**src/rtl/pipe_pkg.sv**
```systemverilog
// ============================================================================
// Module : pipe_pkg
// Brief  : Shared pipeline widths, forward-select codes and ID/EX record type.
// Rev    : 1.0 - initial release
// ============================================================================
`default_nettype none

package pipe_pkg;

    localparam int XLEN_DEFAULT = 32;
    localparam int RW_DEFAULT   = 5;

    localparam logic [1:0] FWD_REG = 2'b00;
    localparam logic [1:0] FWD_WB  = 2'b01;
    localparam logic [1:0] FWD_MEM = 2'b10;

    typedef struct packed {
        logic                    valid;
        logic                    reg_write;
        logic                    mem_read;
        logic                    alu_src;
        logic [RW_DEFAULT-1:0]   rs1;
        logic [RW_DEFAULT-1:0]   rs2;
        logic [RW_DEFAULT-1:0]   rd;
        logic [XLEN_DEFAULT-1:0] read_reg1;
        logic [XLEN_DEFAULT-1:0] read_reg2;
        logic [XLEN_DEFAULT-1:0] imm;
    } id_ex_t;

endpackage

`default_nettype wire

```
**src/rtl/forward_unit.sv**
```systemverilog
// ============================================================================
// Module : forward_unit
// Brief  : Selects the EX operand source for one source register.
// Rev    : 1.0 - initial release
// ============================================================================
`default_nettype none

module forward_unit
    import pipe_pkg::*;
#(
    parameter int RW = RW_DEFAULT
) (
    input  logic          ex_valid_i,
    input  logic [RW-1:0] ex_rs_i,
    input  logic [RW-1:0] ex_mem_rd_i,
    input  logic          ex_mem_reg_write_i,
    input  logic [RW-1:0] mem_wb_rd_i,
    input  logic          mem_wb_reg_write_i,
    output logic [1:0]    fwd_sel_o
);

    logic w_mem_hit;
    logic w_wb_hit;

    assign w_mem_hit = ex_mem_reg_write_i && (ex_mem_rd_i != '0) && (ex_mem_rd_i == ex_rs_i);
    assign w_wb_hit  = mem_wb_reg_write_i && (mem_wb_rd_i != '0) && (mem_wb_rd_i == ex_rs_i);

    // EX/MEM holds the younger result, so it wins over MEM/WB.
    always_comb begin
        fwd_sel_o = FWD_REG;
        if (ex_valid_i) begin
            if (w_mem_hit) begin
                fwd_sel_o = FWD_MEM;
            end else if (w_wb_hit) begin
                fwd_sel_o = FWD_WB;
            end
        end
    end

endmodule

`default_nettype wire

```
**src/rtl/id_ex_forward.sv**
```systemverilog
// ============================================================================
// Module : id_ex_forward
// Brief  : ID/EX pipeline register with load-use stall, WB bypass and forwarding.
// Rev    : 1.0 - initial release
// ============================================================================
`default_nettype none

module id_ex_forward
    import pipe_pkg::*;
#(
    parameter int XLEN = XLEN_DEFAULT,
    parameter int RW   = RW_DEFAULT
) (
    input  logic            clk,
    input  logic            reset,
    input  logic            id_valid,
    input  logic [RW-1:0]   id_rs1,
    input  logic [RW-1:0]   id_rs2,
    input  logic [RW-1:0]   id_rd,
    input  logic [XLEN-1:0] id_read_reg1,
    input  logic [XLEN-1:0] id_read_reg2,
    input  logic [XLEN-1:0] id_imm,
    input  logic            id_reg_write,
    input  logic            id_mem_read,
    input  logic            id_alu_src,
    input  logic            flush,
    input  logic [RW-1:0]   ex_mem_rd,
    input  logic            ex_mem_reg_write,
    input  logic [RW-1:0]   mem_wb_rd,
    input  logic            mem_wb_reg_write,
    input  logic [XLEN-1:0] mem_wb_data,
    output logic            ex_valid,
    output logic            ex_reg_write,
    output logic            ex_mem_read,
    output logic            ex_alu_src,
    output logic [RW-1:0]   ex_rs1,
    output logic [RW-1:0]   ex_rs2,
    output logic [RW-1:0]   ex_rd,
    output logic [XLEN-1:0] ex_read_reg1,
    output logic [XLEN-1:0] ex_read_reg2,
    output logic [XLEN-1:0] ex_imm,
    output logic [1:0]      forward_A,
    output logic [1:0]      forward_B,
    output logic            stall
);

    // Width-parameterised mirror of pipe_pkg::id_ex_t.
    typedef struct packed {
        logic            valid;
        logic            reg_write;
        logic            mem_read;
        logic            alu_src;
        logic [RW-1:0]   rs1;
        logic [RW-1:0]   rs2;
        logic [RW-1:0]   rd;
        logic [XLEN-1:0] read_reg1;
        logic [XLEN-1:0] read_reg2;
        logic [XLEN-1:0] imm;
    } ex_regs_t;

    ex_regs_t ex_q;
    ex_regs_t ex_d;

    logic w_stall;
    logic w_bubble;
    logic w_byp1;
    logic w_byp2;

    assign w_stall = ex_q.valid && ex_q.mem_read && (ex_q.rd != '0) && id_valid &&
                     ((ex_q.rd == id_rs1) || (ex_q.rd == id_rs2));

    assign w_bubble = w_stall || flush || !id_valid;

    // A register being written back this cycle is not yet in the ID read data.
    assign w_byp1 = mem_wb_reg_write && (mem_wb_rd != '0) && (mem_wb_rd == id_rs1);
    assign w_byp2 = mem_wb_reg_write && (mem_wb_rd != '0) && (mem_wb_rd == id_rs2);

    always_comb begin
        ex_d = '0;
        if (!w_bubble) begin
            ex_d.valid     = 1'b1;
            ex_d.reg_write = id_reg_write;
            ex_d.mem_read  = id_mem_read;
            ex_d.alu_src   = id_alu_src;
            ex_d.rs1       = id_rs1;
            ex_d.rs2       = id_rs2;
            ex_d.rd        = id_rd;
            ex_d.read_reg1 = w_byp1 ? mem_wb_data : id_read_reg1;
            ex_d.read_reg2 = w_byp2 ? mem_wb_data : id_read_reg2;
            ex_d.imm       = id_imm;
        end
    end

    always_ff @(posedge clk) begin
        if (reset) begin
            ex_q <= '0;
        end else begin
            ex_q <= ex_d;
        end
    end

    forward_unit #(.RW(RW)) u_fwd_a (
        .ex_valid_i         (ex_q.valid),
        .ex_rs_i            (ex_q.rs1),
        .ex_mem_rd_i        (ex_mem_rd),
        .ex_mem_reg_write_i (ex_mem_reg_write),
        .mem_wb_rd_i        (mem_wb_rd),
        .mem_wb_reg_write_i (mem_wb_reg_write),
        .fwd_sel_o          (forward_A)
    );

    forward_unit #(.RW(RW)) u_fwd_b (
        .ex_valid_i         (ex_q.valid),
        .ex_rs_i            (ex_q.rs2),
        .ex_mem_rd_i        (ex_mem_rd),
        .ex_mem_reg_write_i (ex_mem_reg_write),
        .mem_wb_rd_i        (mem_wb_rd),
        .mem_wb_reg_write_i (mem_wb_reg_write),
        .fwd_sel_o          (forward_B)
    );

    assign stall        = w_stall;
    assign ex_valid     = ex_q.valid;
    assign ex_reg_write = ex_q.reg_write;
    assign ex_mem_read  = ex_q.mem_read;
    assign ex_alu_src   = ex_q.alu_src;
    assign ex_rs1       = ex_q.rs1;
    assign ex_rs2       = ex_q.rs2;
    assign ex_rd        = ex_q.rd;
    assign ex_read_reg1 = ex_q.read_reg1;
    assign ex_read_reg2 = ex_q.read_reg2;
    assign ex_imm       = ex_q.imm;

endmodule

`default_nettype wire

```
**config.mk**
```make
export PLATFORM = sky130hd
export DESIGN_NAME = id_ex_forward
export DESIGN_NICKNAME = d
export VERILOG_FILES = /design/src/rtl/pipe_pkg.sv /design/src/rtl/forward_unit.sv /design/src/rtl/id_ex_forward.sv
export SDC_FILE = /design/constraint.sdc
export NUM_CORES = 1
export LEC_CHECK = 0
export ABC_AREA = 1
export CAP_MARGIN = 20
export CORE_AREA = 8 8 136 107
export CTS_CLUSTER_DIAMETER = 120
export DETAILED_ROUTE_END_ITERATION = 12
export DIE_AREA = 0 0 144 115
export PLACE_DENSITY = 0.84
export SYNTH_ARGS = -nofsm -noshare
export SYNTH_HDL_FRONTEND = slang
export SYNTH_SLANG_ARGS = --single-unit
```
**constraint.sdc**
```tcl
create_clock -name clk -period 3.1 [get_ports clk]
set_clock_uncertainty 0.15 [all_clocks]
set_input_delay 0.62 -clock clk [delete_from_list [all_inputs] [get_ports clk]]
set_output_delay 0.62 -clock clk [all_outputs]
set_load 0.1 [all_outputs]
```
==> flow_summary.json, run 1 <==
{
  "critPathArrivalTime_ns": 2.10,
  "area_delta_synth_final_pct": 66.9,
  "tightest_slew_ns": 0.394,
  "yosys.area.top_type": "dfxtp_1",
  "holdWs_ns": 0.581,
  "antenna_cells": 0,
  "syn_inst": 687,
  "place_ws_ns": 0.243,
  "cp_slowest_cell": "clkdlybuf4s50_1",
  "drt-vias-per-instance": 4.44,
  "startpoint_type": "primary input",
  "io_pins": 282,
  "die_w_um": 144,
  "min_path_type": "primary input to register",
  "fin_crit_sh": 0.925,
  "rows": 36,
  "yosysWarnings": 0,
  "final_nets": 1126,
  "drt_iter0_markers": 288,
  "cpMostUsedCell": "nand3_1",
  "portBuffers": 281,
  "via_count": 5098,
  "gp_congestion": 0.875,
  "dp_hpwl_um": 13700,
  "maxCapViolCount": 0,
  "grt_use_total": 0.208,
  "rsz0062_at_grt": "no",
  "power.total_mw": 4.56,
  "yosysSeqAreaShare": 0.464,
  "drt-pass1-iter-count": 5,
  "drv_slew": 0,
  "setup_viol": 0,
  "postCtsHoldBufs": 0,
  "drive_above_1_share": 0.187,
  "slew_headroom": 0.737,
  "synth_seq_cells": 115,
  "cts_buffers": 17,
  "first_global_vias": 5139,
  "period_minus_slack_ns": 2.87,
  "numPlacedInstances": 1116,
  "cp_data_required_time_ns": 2.33,
  "overflow": 0,
  "die-area_um2": 16600,
  "synth_area_um2": 4960,
  "grt_pass1_wl_um": 26700,
  "syn_area_per_cell_um2": 7.22,
  "status": "complete, no violations",
  "synth_nets": 849,
  "synth_top_area_frac": 0.464,
  "synth_area_leaders": "dfxtp_1 (46%), nand2_1 (12%), nor2_1 (9.5%)",
  "ir_worst_vdd_v": 0.000512,
  "worstSetupPathType": "primary input to output port",
  "clockBufferDepth": 2,
  "cts_tree": "done",
  "drc_errors": 0,
  "ys_types": 25,
  "clkSinkCount": 115,
  "ant_nets": 0,
  "p_leak_nw": 4.30,
  "fmax_ghz": 0.349,
  "clockRootBuffer": "clkbuf_16",
  "drt-total-wl_um": 17500,
  "cts.clk_slew.worst_paths_ns": 0.06,
  "path_max_fanout": 5,
  "post_cts_buffers": 0,
  "core_um2": 12500,
  "die_h_um": 115,
  "clk-insertion-delay-late_ns": 0.40,
  "endpoint_kind": "output port",
  "wire_per_inst_um": 15.3,
  "path_cells": "clkdlybuf4s50_1 > xnor2_1 > nand3_1 > nor3_1 > nand3_1 > nor2_4 > buf_12",
  "cts_resized": 0,
  "antenna_found_initial": 0,
  "grt_max_degree": 48,
  "fin_cells": 1148,
  "power_density_nw_per_um2": 550,
  "critical-path-max-stage-delay_ns": 0.63,
  "hold_violations": 0,
  "h-tree-depth": 4,
  "initial_utilization": 0.397,
  "worst_slack_ns": 0.232,
  "final_util": 0.663
}
[synth_stat cells, drive strengths merged]
cell type / number
a211oi: 1
a21oi: 1
buf: 33
clkbuf: 3
dfxtp: 115
inv: 127
nand2: 161
nand3: 41
nand4: 34
nor2: 131
nor3: 5
nor4: 1
o21a: 1
o21ai: 3
or2: 1
xnor2: 13
xor2: 16
[per-stage QoR]
step                area (um2)  TNS [ns]
finish                    8280         0
global route              8280         0
CTS                       8280         0
detailed placement        7620         0
global placement          7620         0
floorplan                 4990   -0.0324
[registers in the layout, indices dropped and copies added (netlist names)]
register / flops
ex_imm: 32
ex_read_reg2: 32
ex_rs1: 5
ex_valid: 1
ex_rd: 5
ex_rs2: 5
ex_mem_read: 1
ex_alu_src: 1
ex_reg_write: 1
ex_read_reg1: 32
[worst paths after layout]
| path | from | to | slack [ns] | cells past startpoint |
|---|---|---|---|---|
| worst min-delay path | id_alu_src | ex_alu_src | 0.58 | 3 |
| worst min register to register | ex_mem_read | ex_imm[22] | 0.69 | 5 |
| worst max-delay path | mem_wb_rd[2] | forward_A[0] | 0.23 | 7 |
| worst max register to register | ex_rd[4] | ex_read_reg1[13] | 1.31 | 10 |
[cell usage in the layout, fill, tap and decap left out]
| cell type | count |
|---|---|
| buf_12 | 7 |
| clkbuf_16 | 17 |
| o21ai_0 | 3 |
| xnor2_1 | 13 |
| a211oi_1 | 1 |
| bufinv_16 | 5 |
| clkinv_4 | 3 |
| clkbuf_1 | 1 |
| clkdlybuf4s50_1 | 161 |
| nand3_2 | 1 |
| nand4_1 | 34 |
| dfxtp_1 | 115 |
| clkbuf_8 | 2 |
| inv_2 | 4 |
| inv_1 | 123 |
| nor4_4 | 1 |
| clkinvlp_4 | 3 |
| xor2_1 | 16 |
| nand2_4 | 2 |
| nand2_2 | 2 |
| o21a_1 | 1 |
| nor3_1 | 5 |
| nand2_1 | 157 |
| nand3_1 | 40 |
| nor2_2 | 3 |
| buf_4 | 126 |
| clkinv_2 | 1 |
| a21oi_1 | 1 |
| nor2_1 | 123 |
| or2_2 | 1 |
| nor2_4 | 5 |
[worst max-delay path: cells and delay by family]
kind,cells,cell delay [ns]
XOR/XNOR,1,0.17
buffers and inverters,2,0.81
AND/OR/NAND/NOR,4,0.50
[kinds of logic after synthesis]
group | after synthesis | synth area share
AO/OA/AOI/OAI | 6 | 0.00706
AND/OR/NAND/NOR | 374 | 0.325
buffers and inverters | 163 | 0.153
XOR/XNOR | 29 | 0.0512
flip-flops | 115 | 0.464
[power breakdown]
part / total (mW) / internal [mW] / switching [mW] / leakage, nW
sequential: 1.54 / 1.52 / 0.0171 / 0.936
combinational: 0.846 / 0.313 / 0.532 / 3.05
clock: 2.17 / 1.47 / 0.701 / 0.312
total: 4.56 / 3.31 / 1.25 / 4.30
[cell type report]
class / count / area [um2]
Clock inverter: 12 / 204
Fill cell: 1024 / 4200
Inverter: 127 / 477
Multi-Input combinational cell: 409 / 1930
Tap cell: 171 / 214
Sequential cell: 115 / 2300
Clock buffer: 20 / 457
Timing Repair Buffer: 294 / 2700
[routing by layer]
layer / global-route usage / wire (um) / up-vias
li1: - / - / 2594
met1: 0.226 / 6690 / 2255
met2: 0.355 / 8390 / 236
met3: 0.0979 / 2310 / 13
met4: 0.0587 / 149 / 0
met5: 0 / 0 / -
Note: power is estimated with default switching activity, not from simulation.
==> run 2: changes to the inputs <==
--- a/config.mk
+++ b/config.mk
@@ -7,11 +7,12 @@
 export LEC_CHECK = 0
 export ABC_AREA = 1
 export CAP_MARGIN = 20
-export CORE_AREA = 8 8 136 107
+export CORE_AREA = 8 8 133 104
+export CTS_BUF_LIST = sky130_fd_sc_hd__clkbuf_8
 export CTS_CLUSTER_DIAMETER = 120
 export DETAILED_ROUTE_END_ITERATION = 12
-export DIE_AREA = 0 0 144 115
-export PLACE_DENSITY = 0.84
+export DIE_AREA = 0 0 141 112
+export PLACE_DENSITY = 0.88
 export SYNTH_ARGS = -nofsm -noshare
 export SYNTH_HDL_FRONTEND = slang
 export SYNTH_SLANG_ARGS = --single-unit
==> flow_summary.json, run 2 (synthesized netlist as in run 1, its figures left out) <==
{
  "min_path_cells": 3,
  "fmax_ghz": 0.345,
  "antenna_cells": 0,
  "mostFrequentLayoutCells": "clkdlybuf4s50_1 (161), nand2_1 (157), buf_4 (125)",
  "first_global_vias": 5277,
  "cts_tree": "done",
  "maxCapViolCount": 0,
  "min_path_type": "primary input to register",
  "overflow": 0,
  "rsz0062_at_grt": "no",
  "final_common_cell": "clkdlybuf4s50_1",
  "ir_worst_vdd_v": 0.000311,
  "via_count": 5134,
  "clockBufferDepth": 2,
  "area_delta_synth_final_pct": 60.9,
  "p_leak_nw": 4.16,
  "postCtsHoldBufs": 0,
  "startpoint_type": "primary input",
  "core_um2": 11900,
  "final_nets": 1124,
  "cts_resized": 0,
  "portBuffers": 281,
  "fin_crit_sh": 0.935,
  "drt_iter0_markers": 325,
  "ff2ff_path_depth": 10,
  "drc_errors": 0,
  "die-area_um2": 15800,
  "h-tree-depth": 4,
  "fin_setup_tns_ns": 0,
  "status": "complete, no violations",
  "die_w_um": 141,
  "whs_endpoint": "ex_imm[10]",
  "dp_hpwl_um": 13900,
  "drv_slew": 0,
  "path_max_fanout": 5,
  "drive_above_1_share": 0.187,
  "critPathArrivalTime_ns": 2.13,
  "grt_max_degree": 84,
  "slew_headroom": 0.731,
  "drt-pass1-iter-count": 7,
  "io_pins": 282,
  "clk-insertion-delay-late_ns": 0.41,
  "multi_input_area_um2": 1930,
  "final_util": 0.672,
  "fillers": 982,
  "ant_nets": 0,
  "antenna_found_initial": 0,
  "cp_data_required_time_ns": 2.33,
  "drt-vias-per-instance": 4.50,
  "die_h_um": 112,
  "initial_utilization": 0.418,
  "regArea_um2": 2300,
  "endpoint_kind": "output port",
  "r2r_start": "ex_rd[4]",
  "hold_start": "id_imm[10]",
  "worstReg2RegEnd": "ex_read_reg2[0]",
  "power_density_nw_per_um2": 471,
  "clockRootBuffer": "clkbuf_8",
  "tightest_slew_ns": 0.400,
  "setup_viol": 0,
  "cts_buffers": 17,
  "grt_use_total": 0.224,
  "r2r_setup_slack_ns": 1.24,
  "grt_pass1_wl_um": 27800,
  "worstSetupPathType": "primary input to output port",
  "wire_per_inst_um": 15.7,
  "gp_congestion": 0.923,
  "clkSinkCount": 115,
  "drt-total-wl_um": 17900,
  "cts.clk_slew.worst_paths_ns": 0.08,
  "period_minus_slack_ns": 2.90,
  "rows": 35,
  "holdWs_ns": 0.575,
  "hold_violations": 0,
  "post_cts_buffers": 0
}
## run 2: cell count changes in the layout (fill, tap and decap cells not counted), sizes merged
cell	change
bufinv	-4
buf	-2
clkinv	+1
inv	+3
## run 2: cell type report
class                      count  area share
tap                          166      0.0260
clock inverter                12      0.0154
clock buffer                  20      0.0345
timing repair buffer         292       0.335
multi-input combinational    409       0.241
sequential                   115       0.288
inverter                     127      0.0597
## run 2: worst max-delay path: stages
cell and delay (ns):
clkdlybuf4s50_1 0.63, xnor2_1 0.16, nand3_1 0.09, nor3_1 0.17, nand3_1 0.15, nor2_4 0.13
buf_12 0.18
## run 2: through the flow
step | power (mW) | std cells | worst slack (ns) | cell area (um2)
after floorplan | 2.08 | 687 | -0.0324 | 4990
after global placement | 2.40 | 1109 | 0.286 | 7580
after detailed placement | 2.41 | 1109 | 0.197 | 7580
after CTS | 3.79 | 1141 | 0.193 | 7980
after global routing | 3.91 | 1141 | 0.0622 | 7980
final | 3.76 | 1141 | 0.202 | 7980
## run 2: where the power goes
part           switching [mW]  total [mW]  internal, mW
registers              0.0186        1.54          1.52
clock network           0.665        1.38         0.712
logic                   0.533       0.843         0.310
## run 2: worst max-delay path by stage
stage,from,end,slack (ns),depth (start not counted)
final,mem_wb_rd[2],forward_A[0],0.20,7
after global routing,mem_wb_rd[2],forward_A[0],0.06,7
after CTS,mem_wb_rd[2],forward_A[0],0.19,7
after detailed placement,mem_wb_rd[2],forward_A[0],0.20,7
after global placement,mem_wb_rd[2],forward_A[0],0.29,7
after floorplan,ex_valid,forward_A[1],-0.03,2
## run 2: metal layers
layer  global-route usage  wire [um]  vias up
met2                0.386       8540      267
met1                0.236       6870     2240
met4               0.0786        414        0
met3                0.105       2050       34
li1                     -          -     2593
met5                    0          0        -
==> run 3: changes to the inputs <==
--- a/config.mk
+++ b/config.mk
@@ -9,10 +9,11 @@
 export CAP_MARGIN = 20
 export CORE_AREA = 8 8 133 104
 export CTS_BUF_LIST = sky130_fd_sc_hd__clkbuf_8
-export CTS_CLUSTER_DIAMETER = 120
+export CTS_CLUSTER_DIAMETER = 40
 export DETAILED_ROUTE_END_ITERATION = 12
 export DIE_AREA = 0 0 141 112
 export PLACE_DENSITY = 0.88
+export SETUP_SLACK_MARGIN = 0.5
 export SYNTH_ARGS = -nofsm -noshare
 export SYNTH_HDL_FRONTEND = slang
 export SYNTH_SLANG_ARGS = --single-unit
==> flow_summary.json, run 3 (synthesized netlist as in run 1, its figures left out) <==
{
  "cp_slowest_cell": "clkdlybuf4s50_1",
  "fmax_ghz": 0.392,
  "drive_above_1_share": 0.220,
  "portBuffers": 281,
  "ir_worst_vdd_v": 0.000405,
  "core_um2": 11900,
  "area_delta_synth_final_pct": 63.0,
  "clk-insertion-delay-late_ns": 0.41,
  "hold_violations": 0,
  "critical-path-max-stage-delay_ns": 0.48,
  "h-tree-depth": 4,
  "io_pins": 282,
  "cp_data_required_time_ns": 2.33,
  "first_global_vias": 5303,
  "grt_max_degree": 46,
  "drt-pass1-iter-count": 4,
  "via_count": 5149,
  "clockRootBuffer": "clkbuf_8",
  "die_h_um": 112,
  "cts_tree": "done",
  "initial_utilization": 0.418,
  "numPlacedInstances": 1110,
  "endpoint_kind": "output port",
  "fillers": 953,
  "die-area_um2": 15800,
  "rows": 35,
  "cts.clk_slew.worst_paths_ns": 0.07,
  "mostFrequentLayoutCells": "nand2_1 (155), clkdlybuf4s50_1 (141), buf_4 (126)",
  "drt-vias-per-instance": 4.50,
  "drc_errors": 0,
  "slew_headroom": 0.719,
  "die_w_um": 141,
  "critPathArrivalTime_ns": 1.78,
  "final_nets": 1126,
  "status": "complete, no violations",
  "ant_nets": 0,
  "worstSetupPathType": "primary input to output port",
  "fin_cells": 1144,
  "clkSinkCount": 115,
  "fin_crit_sh": 0.823,
  "period_minus_slack_ns": 2.55,
  "overflow": 0,
  "drt_iter0_markers": 292,
  "fin_setup_tns_ns": 0,
  "clockBufferDepth": 2,
  "min_path_type": "primary input to register",
  "maxCapViolCount": 0,
  "gp_congestion": 0.902,
  "p_leak_nw": 4.25,
  "final_common_cell": "nand2_1",
  "startpoint_type": "primary input",
  "grt_use_total": 0.220,
  "path_cells": "clkdlybuf4s50_1 > nand2_2 > buf_4 > nor4_4 > buf_12",
  "power_density_nw_per_um2": 476,
  "grt_pass1_wl_um": 27400,
  "dp_hpwl_um": 13800,
  "drv_slew": 0,
  "postCtsHoldBufs": 0,
  "drt-total-wl_um": 17800,
  "tightest_slew_ns": 0.421,
  "antenna_found_initial": 1,
  "rsz0062_at_grt": "no",
  "setup_viol": 0,
  "cts_buffers": 17,
  "wire_per_inst_um": 15.5,
  "path_max_fanout": 3
}
[run 3: worst paths after layout]
kind | slack (ns) | from | cells after the start | end
setup / recovery | 0.55 | ex_mem_reg_write | 5 | forward_A[1]
hold / removal | 0.35 | id_rs2[2] | 3 | ex_rs2[2]
setup reg to reg | 1.25 | ex_rd[4] | 10 | ex_read_reg1[30]
hold reg to reg | 0.76 | ex_mem_read | 5 | ex_imm[20]
[run 3: routing by layer]
layer  track usage  part of all wire  vias to the layer above
li1              -                 -                     2596
met1         0.227              0.38                     2312
met2         0.390              0.50                      218
met3         0.102              0.11                       23
met4        0.0671             0.018                        0
met5             0                 0                        -
[run 3: what timing repair did]
| item | CTS | global route |
|---|---|---|
| buffers inserted | 0 | 1 |
| resized for setup | 24 | 16 |
| pin swaps | 2 | 4 |
| endpoints found under the setup margin | 5 | 4 |
[run 3: per-stage QoR]
stage	area [um2]	worst slack (ns)	total power [mW]	utilization	hold slack, ns
after floorplan	5060	0.307	2.08	-	0.573
after global placement	7680	0.245	2.41	0.647	0.735
after detailed placement	7680	0.197	2.42	0.647	0.764
after CTS	8090	0.515	3.88	0.681	0.450
after global routing	8080	0.486	3.99	0.681	0.336
final	8080	0.549	3.85	0.681	0.350
[run 3: final cells by class]
class                   instances  area (um2)  share of cell area
inverters                     127         479              0.0593
multi-input cells             409        1990               0.246
flip-flops and latches        115        2330               0.289
clock inverters                13         158              0.0195
repair buffers                294        2650               0.328
diodes                          1        2.50            0.000310
clock buffers                  19         262              0.0324
well taps                     166         208              0.0257
[run 3: where the power goes]
| part | switching [mW] | internal [mW] |
|---|---|---|
| registers | 0.0186 | 1.52 |
| logic | 0.535 | 0.306 |
| clock network | 0.638 | 0.836 |
[run 3: critical path, delay by kind of cell]
| family | cells | cell delay (ns) |
|---|---|---|
| AND/OR/NAND/NOR | 2 | 0.32 |
| buffers and inverters | 3 | 0.83 |
